## src/rtl/mips_pkg.sv

```systemverilog
// Shared definitions for the MIPS pipeline front end: reset/ROM defaults,
// PC increments, the filler instruction and the fetch-address legality check.
package mips_pkg;

  localparam logic [31:0] RESET_PC_DEF  = 32'h0000_3000;
  localparam logic [31:0] IMEM_BASE_DEF = 32'h0000_3000;
  localparam int          IMEM_AW_DEF   = 10;
  localparam logic [31:0] NOP_WORD_DEF  = 32'h0000_0000;

  localparam logic [31:0] PC_INC   = 32'd4;
  localparam logic [31:0] LINK_INC = 32'd8;

  // 33-bit arithmetic so a ROM window ending exactly at 2^32 is still handled.
  function automatic logic pc_ok(input logic [31:0] pc,
                                 input logic [31:0] base,
                                 input int          aw);
    logic [32:0] offset;
    logic [32:0] limit;
    offset = {1'b0, pc} - {1'b0, base};
    limit  = 33'd4 << aw;
    return (pc[1:0] == 2'b00) && (pc >= base) && (offset < limit);
  endfunction

endpackage

```

## src/rtl/if_stage_pc_reg.sv

```systemverilog
// Fetch PC register with its next-PC selection (hold on stall, else redirect
// target, else sequential increment).
module pc_reg
  import mips_pkg::*;
#(
  parameter logic [31:0] RESET_PC = RESET_PC_DEF
) (
  input  logic        clk,
  input  logic        rst_n,
  input  logic        stall,
  input  logic        redirect,
  input  logic [31:0] redirect_pc,
  output logic [31:0] pc
);

  logic [31:0] pc_next;

  // A redirect during a stall is dropped; ID presents it again once unstalled.
  always_comb begin
    pc_next = pc + PC_INC;
    if (stall)
      pc_next = pc;
    else if (redirect)
      pc_next = redirect_pc;
  end

  always_ff @(posedge clk or negedge rst_n) begin
    if (!rst_n)
      pc <= RESET_PC;
    else
      pc <= pc_next;
  end

endmodule

```

## src/rtl/if_stage.sv

```systemverilog
// Instruction-fetch stage: drives the instruction ROM address, loads the IF/ID
// register, counts valid fetches and flags illegal fetch addresses.
module if_stage
  import mips_pkg::*;
#(
  parameter logic [31:0] RESET_PC  = RESET_PC_DEF,
  parameter logic [31:0] IMEM_BASE = IMEM_BASE_DEF,
  parameter int          IMEM_AW   = IMEM_AW_DEF,
  parameter logic [31:0] NOP_WORD  = NOP_WORD_DEF
) (
  input  logic               clk,
  input  logic               rst_n,
  output logic [IMEM_AW-1:0] imem_addr,
  input  logic [31:0]        imem_rdata,
  input  logic               stall,
  input  logic               flush,
  input  logic               redirect,
  input  logic [31:0]        redirect_pc,
  output logic [31:0]        pc_f,
  output logic [31:0]        instr_d,
  output logic [31:0]        pc_d,
  output logic [31:0]        pc8_d,
  output logic               valid_d,
  output logic [31:0]        fetch_cnt,
  output logic               fault
);

  logic fetch_bad;
  logic load_normal;

  pc_reg #(
    .RESET_PC(RESET_PC)
  ) u_pc_reg (
    .clk        (clk),
    .rst_n      (rst_n),
    .stall      (stall),
    .redirect   (redirect),
    .redirect_pc(redirect_pc),
    .pc         (pc_f)
  );

  assign imem_addr   = IMEM_AW'((pc_f - IMEM_BASE) >> 2);
  assign fetch_bad   = !pc_ok(pc_f, IMEM_BASE, IMEM_AW);
  assign load_normal = !flush && !stall;

  // Flush wins over stall; pc8_d tracks pc_d even for flushed bubbles.
  always_ff @(posedge clk or negedge rst_n) begin
    if (!rst_n) begin
      instr_d <= NOP_WORD;
      pc_d    <= RESET_PC;
      pc8_d   <= RESET_PC + LINK_INC;
      valid_d <= 1'b0;
    end else if (flush) begin
      instr_d <= NOP_WORD;
      pc_d    <= pc_f;
      pc8_d   <= pc_f + LINK_INC;
      valid_d <= 1'b0;
    end else if (!stall) begin
      instr_d <= fetch_bad ? NOP_WORD : imem_rdata;
      pc_d    <= pc_f;
      pc8_d   <= pc_f + LINK_INC;
      valid_d <= !fetch_bad;
    end
  end

  always_ff @(posedge clk or negedge rst_n) begin
    if (!rst_n)
      fetch_cnt <= 32'd0;
    else if (load_normal && !fetch_bad)
      fetch_cnt <= fetch_cnt + 32'd1;
  end

  always_ff @(posedge clk or negedge rst_n) begin
    if (!rst_n)
      fault <= 1'b0;
    else if (load_normal && fetch_bad)
      fault <= 1'b1;
  end

endmodule
```

## config.mk

```make
export PLATFORM = sky130hd
export DESIGN_NAME = if_stage
export DESIGN_NICKNAME = d
export VERILOG_FILES = /design/src/rtl/mips_pkg.sv /design/src/rtl/if_stage_pc_reg.sv /design/src/rtl/if_stage.sv
export SDC_FILE = /design/constraint.sdc
export NUM_CORES = 1
export LEC_CHECK = 0
export ABC_AREA = 0
export CAP_MARGIN = 20
export CORE_UTILIZATION = 48
export CTS_CLUSTER_SIZE = 20
export DETAILED_ROUTE_END_ITERATION = 8
export PLACE_DENSITY = 0.82
export REMOVE_ABC_BUFFERS = 1
export SYNTH_ARGS = -nofsm -noshare
export SYNTH_HDL_FRONTEND = slang
export SYNTH_HIERARCHICAL = 1
export SYNTH_SLANG_ARGS = --single-unit
```

## constraint.sdc

```tcl
create_clock -name clk -period 3.3 [get_ports clk]
set_clock_uncertainty 0.1 [all_clocks]
set_input_delay 0.66 -clock clk [delete_from_list [all_inputs] [get_ports clk]]
set_output_delay 0.66 -clock clk [all_outputs]
set_load 0.01 [all_outputs]
```

**Yosys cells after proc, flatten, opt, wreduce, memory -nomap -nowiden**

Cells that the tools add are included.
Widths: inputs -> output; s select.

- Flip-flop bits (word level): 162
- Input bits: 69
- Output and inout port bits: 172
- Logic and storage cells: 34

- Add/sub/neg operators: 5
- Magnitude comparators: 2
- Equal/unequal tests: 1
- Muxes and demuxes: 10
- Reduce and logical (&&, ||, !) cells: 9

Operators by type and width:

| operator | count |
|---|---|
| $mux 32 | 8 |
| $lt 33x13->1 const B | 1 |
| $sub 32x14->33 const B | 1 |
| $add 32x1->32 const B | 1 |
| $add 32x3->32 const B | 1 |
| $add 32x4->32 const B | 1 |
| $ge 32x14->1 const B | 1 |
| $sub 12x1->12 const B | 1 |
| $logic_and 1x1->1 | 5 |
| $logic_not 1->1 | 3 |
| $logic_not 2->1 | 1 |
| $mux 1 | 2 |
| $ne 2x1->1 const B | 1 |

**Logic depth before layout (Yosys ltp)**

Gate-level depths: netlist of the first run.

- Depth after elaboration: 6
- Mapped depth: 9
- Gate-level depth less buffers: 7

**Cells and area by module**

Netlist of the first run, hierarchy kept.

Modules (own cells, without submodules):

| module | instances | cells each | area each (um^2) |
|---|---|---|---|
| if_stage | 1 | 593 | 5926.9 |
| pc_reg | 1 | 242 | 1989.4 |

**Worst setup path before layout of the first run**

OpenSTA, ideal clock, no wires.

- Kind: register -> register
- From: register u_pc_reg.pc[15]
- To: register fetch_cnt[25]
- Setup time: 0.079 ns
- Arrival: 2.745 ns
- Data required time: 3.121 ns
- Slack: 0.375 ns
- Stages on the path, launching flop included: 10
- Clock period less this slack: 2.925 ns
- Cells stage by stage: dfrtp_1 > buf_6 > or4_1 > clkbuf_2 > or4_1 > a22oi_2 > nand4_4 > buf_6 > nor4_2 > xor2_1

- Longest elaborated chain between the ends: 4
- Elaborated cells between the ends (all ways): 6
- Classes of those cells: add/sub: 1; order compare: 2; reduce/logical: 3

Ends and longest elaborated chain:

| element | line | source |
|---|---|---|
| start: declaration | if_stage_pc_reg.sv:13 | `output logic [31:0] pc` |
| start signal: assignment | if_stage_pc_reg.sv:31 | `pc <= pc_next;` |
| $sub 32x14->33 / $ge 32x14->1 (equally long branches) | mips_pkg.sv:19, mips_pkg.sv:21 |  |
| $lt 33x13->1 / $logic_and 1x1->1 (equally long branches) | mips_pkg.sv:21 | `return (pc[1:0] == 2'b00) && (pc >= base) && (offset < limit);` |
| $logic_and 1x1->1 * | mips_pkg.sv:21 |  |
| $logic_and 1x1->1 * | if_stage.sv:69 | `else if (load_normal && !fetch_bad)` |
| end signal: assignment | if_stage.sv:70 | `fetch_cnt <= fetch_cnt + 32'd1;` |
| end: declaration | if_stage.sv:24 | `output logic [31:0] fetch_cnt,` |

Mark *: on every way between the ends. The rest lies on a longest branch, timed or not.
A chain may end at the register's enable or synchronous reset.

**Worst setup path after layout of the first run**

- From: register u_pc_reg.pc[17]
- To: register fetch_cnt[20]

Same word-level chain as after synthesis.

==> metrics.cfg, run 1 <==
[sta]
max_clock_freq_mhz=326.6
post-route-period-util_pct=92.78
timing_hold_violations_final=0
final_max_slew_viol_count=0
setup_repair_after_global_routing_missed_its_margin=false
worst_slack_ns=0.2384
setup_viol=0
timing.slew.headroom_pct=49.68
final.hold.worst_slack_ns=0.1546
minimum_period_implied_by_the_final_worst_setup_slack_ns=3.062
tightestPinTransition_ns=0.7528

[global_route]
grt_overflow_total=0
grt_antenna_before_repair=0
first_global_vias=6879
wire_length_of_the_first_global_routing_pass_um=35560
pin_count_of_the_biggest_net_entering_global_routing=72
grtUsageTotal_pct=27.02

[floorplanning]
die_outline_area_um2=17010
design.core.area_um2=16000
ios=241
initial_utilization_pct=49.48
rows=46
die_width_um=130.4
die-height_um=130.4

[worst_setup_path]
crit_top_cell=sky130_fd_sc_hd__or4_1
sort_of_element_at_the_start_of_the_critical_path=flip-flop
critical_path_top_delay_cell=sky130_fd_sc_hd__or4_1
slowest_delay_ns=0.62
worstSetupStartpoint=u_pc_reg/pc[17]
setup.worst_path.class=reg2reg
worst_ep_required_time_ns=3.54
rr_startpoint=u_pc_reg/pc[17]
crit_arrival_ns=3.30
critical_path.n_buffers_inverters=0
crit_path_cell_trace=or4_1 -> or4_1 -> a22oi_2 -> nand4_2 -> nor3_1 -> xor2_1
max_fo_critical_path=12
cpLargestDelayFamily=simple AND/OR/NAND/NOR gates
timing.critical_path.to_type=flip-flop

[clock_network]
number_of_cts_inserted_buffers=17
clock_tree.buffer_depth=2
cts_tree=done
clkTransAtPathRegs_ns=0.06
cts.sinks=159
cts-hold-fix-buffers=0
clock_insertion_delay_worst_skew_ns=0.43
cts.htree.levels=4
clock_tree.root_cell=sky130_fd_sc_hd__clkbuf_16

[yosys]
synth_warnings=6
yosysSeqAreaShare_pct=50.37
synthArstFlopShare_pct=100.0
synth_seq_cells=159
mappedNetlistArea_um2=7916
synth_enable_flop_cells=0
synth_commonest_cells=sky130_fd_sc_hd__nand2_1, sky130_fd_sc_hd__dfrtp_1, sky130_fd_sc_hd__o21ai_0
yosys_most_used_dff=sky130_fd_sc_hd__dfrtp_1
post_synth.cell_area_avg_um2=9.481
biggest_area_consumer_among_synthesized_cells=sky130_fd_sc_hd__dfrtp_1
post-synth-top-area-fraction_pct=48.05
yosys.cell_types.count=65
synth_most_common_cell=sky130_fd_sc_hd__nand2_1
post_synth_main_area_contributors=sky130_fd_sc_hd__dfrtp_1, sky130_fd_sc_hd__nand2_1, sky130_fd_sc_hd__xor2_1
syn-instance-count=835

[outcome]
run_status=finished clean

[route]
route.vias.total=7388
drc=0
drt_wl_total_um=23130
firstDrtPassIters=5
drt-initial-drc-count=491
route.detailed.wl_per_inst_um=17.74
route.detailed.vias_per_inst=5.666
ant_nets=0

[job]
drv_cap=0

[pwr]
p_sw_mw=1.613
power_switching_share_pct=28.82
power.clock.fraction_pct=36.4
power.density_nw_per_um2=494.0
part_of_the_power_in_combinational_logic_pct=23.0
cellInternalPower_mw=3.984
vdd_drop_max_v=0.0003993
seq_power_share_pct=40.6
power.leakage_nw=4.876
design_power_mw=5.597

[placed_design]
routability_congestion=0.9086
post-place-ws_ns=0.1281
cells_after_dpl=1267
io_buffer_count=240
hpwl_um=15780

[final_layout]
antenna_cells=0
design.final.nets=1149
area.growth.synth_to_final_pct=43.12
final_layout_size_suffix_gt1_share_pct=10.02
post-route-util_pct=70.81
stdcell_count=1304

[min_path]
holdCritPathClass=in2async

-- worst paths after layout --
kind | slack, ns | to | depth (start not counted)
max reg2reg | 0.24 | fetch_cnt[20] | 6
max | 0.24 | fetch_cnt[20] | 6
min | 0.15 | fetch_cnt[30] | 1
min reg2reg | 0.35 | pc_d[13] | 2
min in group clk | 0.35 | pc_d[13] | 2
max in group asynchronous | 2.19 | u_pc_reg/pc[13] | 2
-- stage by stage --
| stage | TNS [ns] | area [um2] |
|---|---|---|
| after floorplan | -141.61 | 7584 |
| after global placement | 0 | 10670 |
| after detailed placement | 0 | 10670 |
| after CTS | 0 | 11290 |
| after global routing | 0 | 11330 |
| final | 0 | 11330 |
-- worst register-to-register path: stages (launching register included) --
cell,delay [ns]
sky130_fd_sc_hd__dfrtp_1,0.37
sky130_fd_sc_hd__or4_1,0.62
sky130_fd_sc_hd__or4_1,0.57
sky130_fd_sc_hd__a22oi_2,0.35
sky130_fd_sc_hd__nand4_2,0.40
sky130_fd_sc_hd__nor3_1,0.36
sky130_fd_sc_hd__xor2_1,0.21
-- routing by layer --
layer / vias up / global-route usage (%) / share of wire [%]
met5: - / 0 / 0
met4: 0 / 9.466 / 1.6
met3: 35 / 5.863 / 8.0
met2: 367 / 44.87 / 49
met1: 3530 / 35.01 / 41
li1: 3456 / - / -
-- logic make-up after synthesis --
kind of cell,share of synthesized area [%]
and+or+nand+nor,22.81
AOI/OAI and AO/OA,14.05
DFF,50.37
buffers and inverters,4.773
xor gates and xnor gates,6.417
muxes,0.7903
adders and majority gates,0.7903
-- power groups by stage --
stage          registers [mW]  clock network [mW]  logic, mW
4_1_cts                  2.27                2.06       1.28
2_1_floorplan            2.46                   0      0.322
3_3_place_gp             2.30                   0       1.26
5_1_grt                  2.30                2.13       1.39
3_5_place_dp             2.31                   0       1.27
6_report                 2.27                2.04       1.29
-- final cells by class --
class	instances	area (um2)
repair buffers	288	2839
clock buffers	18	429.2
flip-flops and latches	159	3988
well taps	216	270.3
clock inverters	14	182.7
inverters	12	45.04
fillers	1233	4671
multi-input cells	597	3576
-- what timing repair did --
| item | CTS | global route |
|---|---|---|
| resized for setup | 0 | 1 |
| buffers inserted | 0 | 4 |
| setup endpoints to repair | 0 | 3 |
| endpoints found under the hold margin | 0 | 0 |
-- layout by cell type, fill, tap and decap left out, types with 4 or more instances in the layout --
master / netlist / routed
sky130_fd_sc_hd__nor4_1: 11 / 11
sky130_fd_sc_hd__or4_1: 6 / 6
sky130_fd_sc_hd__and3_1: 17 / 17
sky130_fd_sc_hd__o21ai_0: 60 / 60
sky130_fd_sc_hd__nand2_1: 156 / 156
sky130_fd_sc_hd__buf_12: 0 / 6
sky130_fd_sc_hd__nor2_1: 29 / 29
sky130_fd_sc_hd__a41oi_1: 4 / 4
sky130_fd_sc_hd__nor3_1: 39 / 39
sky130_fd_sc_hd__a22oi_1: 7 / 7
sky130_fd_sc_hd__a21oi_1: 29 / 29
sky130_fd_sc_hd__and2_1: 5 / 5
sky130_fd_sc_hd__nand3_1: 40 / 40
sky130_fd_sc_hd__clkbuf_16: 0 / 17
sky130_fd_sc_hd__and4_1: 8 / 8
sky130_fd_sc_hd__o22a_1: 4 / 4
sky130_fd_sc_hd__a22o_1: 32 / 32
sky130_fd_sc_hd__dfrtp_1: 152 / 152
sky130_fd_sc_hd__xor2_1: 45 / 45
sky130_fd_sc_hd__clkdlybuf4s50_1: 0 / 239
sky130_fd_sc_hd__buf_4: 14 / 42
sky130_fd_sc_hd__mux2i_1: 4 / 4
sky130_fd_sc_hd__or3_1: 5 / 5
sky130_fd_sc_hd__dfstp_2: 7 / 7
sky130_fd_sc_hd__ha_1: 5 / 5
sky130_fd_sc_hd__o22ai_1: 6 / 6
sky130_fd_sc_hd__inv_1: 12 / 12
sky130_fd_sc_hd__xnor2_1: 13 / 13
sky130_fd_sc_hd__nand4_1: 19 / 19
sky130_fd_sc_hd__clkinv_4: 0 / 5
sky130_fd_sc_hd__nor4_2: 8 / 8
No activity file was read; power rests on OpenSTA's default activity.
==> run 2, diff against run 1 <==
--- a/config.mk
+++ b/config.mk
@@ -7,12 +7,11 @@
 export LEC_CHECK = 0
 export ABC_AREA = 0
 export CAP_MARGIN = 20
-export CORE_UTILIZATION = 48
+export CORE_UTILIZATION = 47
 export CTS_CLUSTER_SIZE = 20
 export DETAILED_ROUTE_END_ITERATION = 8
-export PLACE_DENSITY = 0.82
+export PLACE_DENSITY = 0.81
 export REMOVE_ABC_BUFFERS = 1
 export SYNTH_ARGS = -nofsm -noshare
 export SYNTH_HDL_FRONTEND = slang
-export SYNTH_HIERARCHICAL = 1
 export SYNTH_SLANG_ARGS = --single-unit
==> run 2 against run 1 <==
Net effect: register-to-register slack better by 0.11 ns; cell count down 8.1%; clock power down 4%; worst setup slack better by 0.11 ns; routed wire length down 6.9%; first-iteration DRC count down 1.6%; critical path type unchanged; largest power group unchanged.
==> metrics.cfg, run 2 <==
[global_route]
wire_length_of_the_first_global_routing_pass_um=33440  ; was 35560 um
first_global_vias=6328  ; was 6879
grtUsageTotal_pct=25.73  ; was 27.02%
grt_overflow_total=0  ; unchanged
pin_count_of_the_biggest_net_entering_global_routing=89  ; was 72
grt_antenna_before_repair=0  ; unchanged

[floorplanning]
rows=46  ; unchanged
ios=241  ; unchanged
design.core.area_um2=16000  ; unchanged
initial_utilization_pct=48.37  ; was 49.48%
die_outline_area_um2=16980  ; was 17010 um2
die_width_um=130.3  ; was 130.4 um
die-height_um=130.3  ; was 130.4 um

[yosys]
simple_gate_share_of_the_synthesized_area_pct=16.48  ; was 22.81%
synth_commonest_cells=sky130_fd_sc_hd__dfrtp_1, sky130_fd_sc_hd__o21ai_0, sky130_fd_sc_hd__nand2_1  ; was sky130_fd_sc_hd__nand2_1, sky130_fd_sc_hd__dfrtp_1, sky130_fd_sc_hd__o21ai_0
yosysSeqAreaShare_pct=51.53  ; was 50.37%
mappedNetlistArea_um2=7739  ; was 7916 um2
biggest_area_consumer_among_synthesized_cells=sky130_fd_sc_hd__dfrtp_1  ; unchanged
synth_most_common_cell=sky130_fd_sc_hd__dfrtp_1  ; was sky130_fd_sc_hd__nand2_1
synth-compound-area-share_pct=15.00  ; was 14.05%
synth_mux_area_share_pct=3.913  ; was 0.7903%
adder_cell_area_share_of_the_yosys_netlist_pct=0.8084  ; was 0.7903%
post_synth.cell_area_avg_um2=10.22  ; was 9.481 um2
syn-instance-count=757  ; was 835
synth_seq_cells=159  ; unchanged
yosys_most_used_dff=sky130_fd_sc_hd__dfrtp_1  ; unchanged
synth_warnings=0  ; was 6
synth_enable_flop_cells=0  ; unchanged
synthArstFlopShare_pct=100.0  ; unchanged
yosys.cell_types.count=58  ; was 65
post_synth_main_area_contributors=sky130_fd_sc_hd__dfrtp_1, sky130_fd_sc_hd__xnor2_1, sky130_fd_sc_hd__o21ai_0  ; was sky130_fd_sc_hd__dfrtp_1, sky130_fd_sc_hd__nand2_1, sky130_fd_sc_hd__xor2_1
post_synth_xor_area_fraction_pct=7.017  ; was 6.417%
post-synth-top-area-fraction_pct=49.15  ; was 48.05%
synth_top_family_by_area=simple AND/OR/NAND/NOR gates  ; unchanged

[sta]
minimum_period_implied_by_the_final_worst_setup_slack_ns=2.950  ; was 3.062 ns
final_max_slew_viol_count=0  ; unchanged
final.hold.worst_slack_ns=0.1340  ; was 0.1546 ns
setup_viol=0  ; unchanged
setup_repair_after_global_routing_missed_its_margin=false  ; unchanged
timing_hold_violations_final=0  ; unchanged
timing.slew.headroom_pct=50.31  ; was 49.68%
post-route-period-util_pct=89.40  ; was 92.78%
setup-tns-final_ns=0  ; unchanged
max_clock_freq_mhz=339.0  ; was 326.6 MHz
tightestPinTransition_ns=0.7454  ; was 0.7528 ns

[route]
drc=0  ; unchanged
route.vias.total=6644  ; was 7388
route.detailed.wl_per_inst_um=17.97  ; was 17.74 um
drt-initial-drc-count=483  ; was 491
ant_nets=0  ; unchanged
drt_wl_total_um=21550  ; was 23130 um
route.detailed.vias_per_inst=5.541  ; was 5.666
firstDrtPassIters=5  ; unchanged

[final_layout]
final_layout_size_suffix_gt1_share_pct=10.58  ; was 10.02%
antenna_cells=0  ; unchanged
design.final.nets=1044  ; was 1149
final_common_cell=sky130_fd_sc_hd__clkdlybuf4s50_1  ; unchanged
stdcell_count=1199  ; was 1304
fillCellCount=1231  ; was 1233
most_used_cells_in_the_layout_excluding_fill_and_tap_cells=sky130_fd_sc_hd__clkdlybuf4s50_1, sky130_fd_sc_hd__dfrtp_1, sky130_fd_sc_hd__o21ai_0, sky130_fd_sc_hd__nand2_1, sky130_fd_sc_hd__xnor2_1  ; was sky130_fd_sc_hd__clkdlybuf4s50_1, sky130_fd_sc_hd__nand2_1, sky130_fd_sc_hd__dfrtp_1, sky130_fd_sc_hd__o21ai_0, sky130_fd_sc_hd__xor2_1
area.growth.synth_to_final_pct=40.55  ; was 43.12%

[placed_design]
routability_congestion=0.9182  ; was 0.9086
cells_after_dpl=1167  ; was 1267
hpwl_um=15180  ; was 15780 um
io_buffer_count=240  ; unchanged

[clock_network]
clkTransAtPathRegs_ns=0.07  ; was 0.06 ns
post-cts-setup-buffers=0  ; unchanged
number_of_cts_inserted_buffers=17  ; unchanged
cts.sinks=159  ; unchanged
cts.htree.levels=4  ; unchanged
clock_tree.root_cell=sky130_fd_sc_hd__clkbuf_16  ; unchanged
clock_insertion_delay_worst_skew_ns=0.43  ; about the same
cts_resized=0  ; unchanged
cts-hold-fix-buffers=0  ; unchanged
clock_tree.buffer_depth=2  ; unchanged
cts_tree=done  ; unchanged

[worst_setup_path]
setup.worst_path.class=reg2reg  ; unchanged
ff2ff_setup_slack_ns=0.35  ; was 0.24 ns
worst_ep_required_time_ns=3.50  ; was 3.54 ns
sort_of_element_at_the_start_of_the_critical_path=flip-flop  ; unchanged
crit_arrival_ns=3.15  ; was 3.30 ns
rr_startpoint=u_pc_reg.pc[12]  ; was u_pc_reg/pc[17]
max_fo_critical_path=58  ; was 12
crit_path_cell_trace=ha_1 -> buf_4 -> nor4_2 -> nor4bb_1 -> a21oi_1 -> o311a_1 -> nor4_4 -> buf_12 -> mux2_2  ; was or4_1 -> or4_1 -> a22oi_2 -> nand4_2 -> nor3_1 -> xor2_1
critical_path_top_delay_cell=sky130_fd_sc_hd__dfstp_2  ; was sky130_fd_sc_hd__or4_1
slowest_delay_ns=0.45  ; was 0.62 ns
timing.rr.end=fetch_cnt[1]  ; was fetch_cnt[20]
reg2regPathDepth=9  ; was 6
worstSetupStartpoint=u_pc_reg.pc[12]  ; was u_pc_reg/pc[17]
timing.critical_path.to_type=flip-flop  ; unchanged

[min_path]
holdCritPathClass=in2async  ; unchanged

[pwr]
vdd_drop_max_v=0.0004869  ; was 0.0003993 V
power.leakage_nw=4.426  ; was 4.876 nW
design_power_mw=5.338  ; was 5.597 mW
power.density_nw_per_um2=490.8  ; was 494.0 nW/um2

[outcome]
run_status=finished clean  ; unchanged

[job]
drv_cap=0  ; unchanged

-- run 2: per-stage QoR --
stage               utilization (%)  area [um2]  setup slack [ns]
finish                        67.98       10880            0.3500
global route                  67.98       10880            0.1551
CTS                           67.98       10880            0.3453
detailed placement            64.31       10290            0.3675
global placement              64.31       10290            0.4518
floorplan                         -        7388            -2.430
-- run 2: logic make-up after synthesis --
logic type      count (synthesis)
simple gates                  241
xor+xnor                       62
flops                         159
mux                            27
fa+ha+maj                       5
compound gates                178
buf+inv                        85
-- run 2: critical path: cells and delay by family (launching register included) --
family	cells	cell delay [ns]
flops	1	0.45
compound gates	2	0.24
buf+inv	2	0.45
mux	1	0.36
simple gates	3	0.97
fa+ha+maj	1	0.23
-- run 2: worst max-delay path by stage --
stage                          endpoint  slack (ns)  cells past startpoint
after detailed placement  fetch_cnt[17]        0.37                     10
after global routing      fetch_cnt[14]        0.16                      9
final                      fetch_cnt[1]        0.35                      9
after CTS                 fetch_cnt[17]        0.35                     10
after global placement     fetch_cnt[1]        0.45                      8
after floorplan                pc8_d[4]       -2.43                      2
-- run 2: area by class of cell --
type | count | area, um2 | area share, %
Timing Repair Buffer | 264 | 2624 | 24.12
Clock inverter | 15 | 161.4 | 1.484
Multi-Input combinational cell | 513 | 3352 | 30.82
Clock buffer | 17 | 425.4 | 3.911
Inverter | 15 | 56.30 | 0.5177
Sequential cell | 159 | 3988 | 36.66
Tap cell | 216 | 270.3 | 2.485
-- run 2: routing by layer --
layer / share of wire (%) / track usage (%) / vias to the layer above / wire length (um)
met5: 0 / 0 / - / 0
met4: 1.6 / 7.661 / 0 / 344
met3: 11 / 10.29 / 28 / 2400
met2: 46 / 40.74 / 298 / 9932
met1: 41 / 32.38 / 3203 / 8870
li1: - / - / 3115 / -
-- run 2: power by group --
group	internal, mW	switching, mW	total, mW
logic	0.591	0.484	1.08
clock network	1.12	0.835	1.96
registers	2.13	0.177	2.31
total	3.84	1.50	5.34
==> run 3, diff against run 2 <==
--- a/config.mk
+++ b/config.mk
@@ -7,10 +7,10 @@
 export LEC_CHECK = 0
 export ABC_AREA = 0
 export CAP_MARGIN = 20
-export CORE_UTILIZATION = 47
+export CORE_MARGIN = 2
+export CORE_UTILIZATION = 30
 export CTS_CLUSTER_SIZE = 20
 export DETAILED_ROUTE_END_ITERATION = 8
-export PLACE_DENSITY = 0.81
 export REMOVE_ABC_BUFFERS = 1
 export SYNTH_ARGS = -nofsm -noshare
 export SYNTH_HDL_FRONTEND = slang
==> constraint.sdc (replaced) <==
create_clock -name clk -period 2.7 [get_ports clk]
set_clock_uncertainty 0.1 [all_clocks]
set_input_delay 0.54 -clock clk [delete_from_list [all_inputs] [get_ports clk]]
set_output_delay 0.54 -clock clk [all_outputs]
set_load 0.01 [all_outputs]
==> run 3 against run 2 <==
Net effect: the flow now finishes with violations (negative setup slack); worst hold slack better by 0.22 ns; largest power group unchanged; non-clock buffer count rose by 41; critical path depth stayed put; combinational power grew 37%; routed wire length increased by 16%.
==> metrics.cfg, run 3 (synthesis results as in run 2) <==
[worst_setup_path]
cpLargestDelayFamily=simple AND/OR/NAND/NOR gates  ; unchanged
critical_path.n_buffers_inverters=3  ; was 2
crit_arrival_ns=2.94  ; was 3.15 ns
crit_path_cell_trace=buf_6 -> a21oi_2 -> or3b_1 -> a221oi_2 -> nand3_2 -> nor4_4 -> buf_6 -> buf_12 -> mux2_4  ; was ha_1 -> buf_4 -> nor4_2 -> nor4bb_1 -> a21oi_1 -> o311a_1 -> nor4_4 -> buf_12 -> mux2_2
worst_ep_required_time_ns=2.91  ; was 3.50 ns
reg2regPathDepth=9  ; unchanged
worstSetupPathDepth=9  ; unchanged
timing.critical_path.to_type=flip-flop  ; unchanged
slowest_delay_ns=0.58  ; was 0.45 ns
crit_top_cell=sky130_fd_sc_hd__buf_6
critical_path_top_delay_cell=sky130_fd_sc_hd__dfstp_2  ; unchanged
max_fo_critical_path=10  ; was 58
sort_of_element_at_the_start_of_the_critical_path=flip-flop  ; unchanged
setup.worst_path.class=reg2reg  ; unchanged

[route]
drc=0  ; unchanged
drt-initial-drc-count=541  ; was 483
route.vias.total=6752  ; was 6644
route.detailed.vias_per_inst=4.983  ; was 5.541
drt_wl_total_um=25000  ; was 21550 um
firstDrtPassIters=5  ; unchanged
route.detailed.wl_per_inst_um=18.45  ; was 17.97 um
ant_nets=0  ; unchanged

[sta]
setup_repair_after_global_routing_missed_its_margin=true  ; was false
post-route-period-util_pct=101.0  ; was 89.40%
timing.slew.headroom_pct=63.47  ; was 50.31%
final_max_slew_viol_count=0  ; unchanged
max_clock_freq_mhz=366.8  ; was 339.0 MHz
timing_hold_violations_final=0  ; unchanged
tightestPinTransition_ns=0.5473  ; was 0.7454 ns
worst_slack_ns=-0.02665  ; was 0.3500 ns
minimum_period_implied_by_the_final_worst_setup_slack_ns=2.727  ; was 2.950 ns
setup-tns-final_ns=-0.02902  ; was 0 ns
setup_viol=3  ; was 0

[clock_network]
clock_insertion_delay_worst_skew_ns=0.43  ; about the same
cts.htree.levels=4  ; unchanged
clock_tree.buffer_depth=2  ; unchanged
clkTransAtPathRegs_ns=0.07  ; about the same
cts_tree=done  ; unchanged
number_of_cts_inserted_buffers=17  ; unchanged
cts.sinks=159  ; unchanged
clock_tree.root_cell=sky130_fd_sc_hd__clkbuf_16  ; unchanged

[final_layout]
final_layout_size_suffix_gt1_share_pct=15.14  ; was 10.58%
stdcell_count=1355  ; was 1199
design.final.nets=1085  ; was 1044
design_area_um2=11600  ; was 10880 um2
final_common_cell=sky130_fd_sc_hd__clkdlybuf4s50_1  ; unchanged
area.growth.synth_to_final_pct=49.93  ; was 40.55%
multi_input_comb_area_um2=3465  ; was 3352 um2
fillCellCount=2389  ; was 1231
most_used_cells_in_the_layout_excluding_fill_and_tap_cells=sky130_fd_sc_hd__clkdlybuf4s50_1, sky130_fd_sc_hd__dfrtp_1, sky130_fd_sc_hd__o21ai_0, sky130_fd_sc_hd__nand2_1, sky130_fd_sc_hd__buf_4  ; was sky130_fd_sc_hd__clkdlybuf4s50_1, sky130_fd_sc_hd__dfrtp_1, sky130_fd_sc_hd__o21ai_0, sky130_fd_sc_hd__nand2_1, sky130_fd_sc_hd__xnor2_1
sequential_cell_area_um2=3988  ; unchanged

[pwr]
cellInternalPower_mw=4.720  ; was 3.841 mW
p_sw_mw=2.013  ; was 1.497 mW
power.density_nw_per_um2=580.3  ; was 490.8 nW/um2
part_of_the_power_in_combinational_logic_pct=22.0  ; was 20.1%
vdd_drop_max_v=0.0003652  ; was 0.0004869 V
power.leakage_nw=4.782  ; was 4.426 nW
power_switching_share_pct=29.90  ; was 28.05%
design_power_mw=6.733  ; was 5.338 mW
power.clock.fraction_pct=36.9  ; was 36.7%
seq_power_share_pct=41.1  ; was 43.2%

[placed_design]
cells_after_dpl=1310  ; was 1167
io_buffer_count=240  ; unchanged
routability_congestion=0.8656  ; was 0.9182
place_area_um2=10660  ; was 10290 um2
hpwl_um=17490  ; was 15180 um

[global_route]
first_global_vias=6760  ; was 6328
grt_antenna_before_repair=0  ; unchanged
pin_count_of_the_biggest_net_entering_global_routing=80  ; was 89
wire_length_of_the_first_global_routing_pass_um=38020  ; was 33440 um
grt_overflow_total=0  ; unchanged
grtUsageTotal_pct=18.06  ; was 25.73%

[floorplanning]
ios=241  ; unchanged
design.core.area_um2=25250  ; was 16000 um2
rows=58  ; was 46
die_width_um=164.6  ; was 130.3 um
die-height_um=164.6  ; was 130.3 um
initial_utilization_pct=30.64  ; was 48.37%
die_outline_area_um2=27100  ; was 16980 um2

[min_path]
holdCritPathClass=in2reg  ; was in2async
worst_hold_path.num_cells=2

[job]
drv_cap=0  ; unchanged

[outcome]
violations=negative setup slack
run_status=complete, but fails checks  ; was finished clean

[run 3: final timing paths]
kind / startpoint / endpoint / slack [ns]
min: stall / u_pc_reg.pc[14] / 0.35
min reg2reg: fetch_cnt[31] / fetch_cnt[31] / 0.37
min in group asynchronous: rst_n / fetch_cnt[10] / 0.54
max: u_pc_reg.pc[13] / fetch_cnt[1] / -0.03
max reg2reg: u_pc_reg.pc[13] / fetch_cnt[1] / -0.03
max in group asynchronous: rst_n / u_pc_reg.pc[9] / 1.17
[run 3: final cells by class]
class	count	area share [%]
flip-flops and latches	159	34.37
multi-input cells	513	29.86
repair buffers	305	26.58
clock buffers	17	3.667
well taps	330	3.559
clock inverters	15	1.456
inverters	15	0.4853
diodes	1	0.02157
[run 3: what timing repair did]
item | CTS | global route
gates resized for setup | 2 | 21
setup endpoints to repair | 3 | 64
pin swaps | 2 | 17
endpoints found under the hold margin | 34 | 0
hold buffers | 1 | 0
buffers inserted | 2 | 3
cloned | 2 | 5
[run 3: per-layer routing]
metal | vias up | GRT usage [%] | part of all wire, %
li1 | 3190 | - | -
met1 | 3329 | 24.33 | 45
met2 | 219 | 28.87 | 46
met3 | 14 | 4.972 | 7.9
met4 | 0 | 4.308 | 0.88
met5 | - | 0 | 0
[run 3: stage by stage]
step / worst slack, ns / hold WS [ns] / utilization, %
floorplan: -2.910 / 0.1444 / -
global placement: 0.06018 / 0.3595 / 42.22
detailed placement: -0.007391 / 0.3583 / 42.22
CTS: 0.01918 / 0.3356 / 44.89
global route: -0.1200 / 0.3705 / 45.93
finish: -0.02665 / 0.3544 / 45.94
[run 3: power groups by stage]
stage	clock network [mW]	logic (mW)	registers (mW)
after floorplan	0	0.351	2.96
after global placement	0	1.46	2.79
after detailed placement	0	1.47	2.80
after CTS	2.55	1.48	2.76
after global routing	2.65	1.60	2.79
final	2.48	1.48	2.77
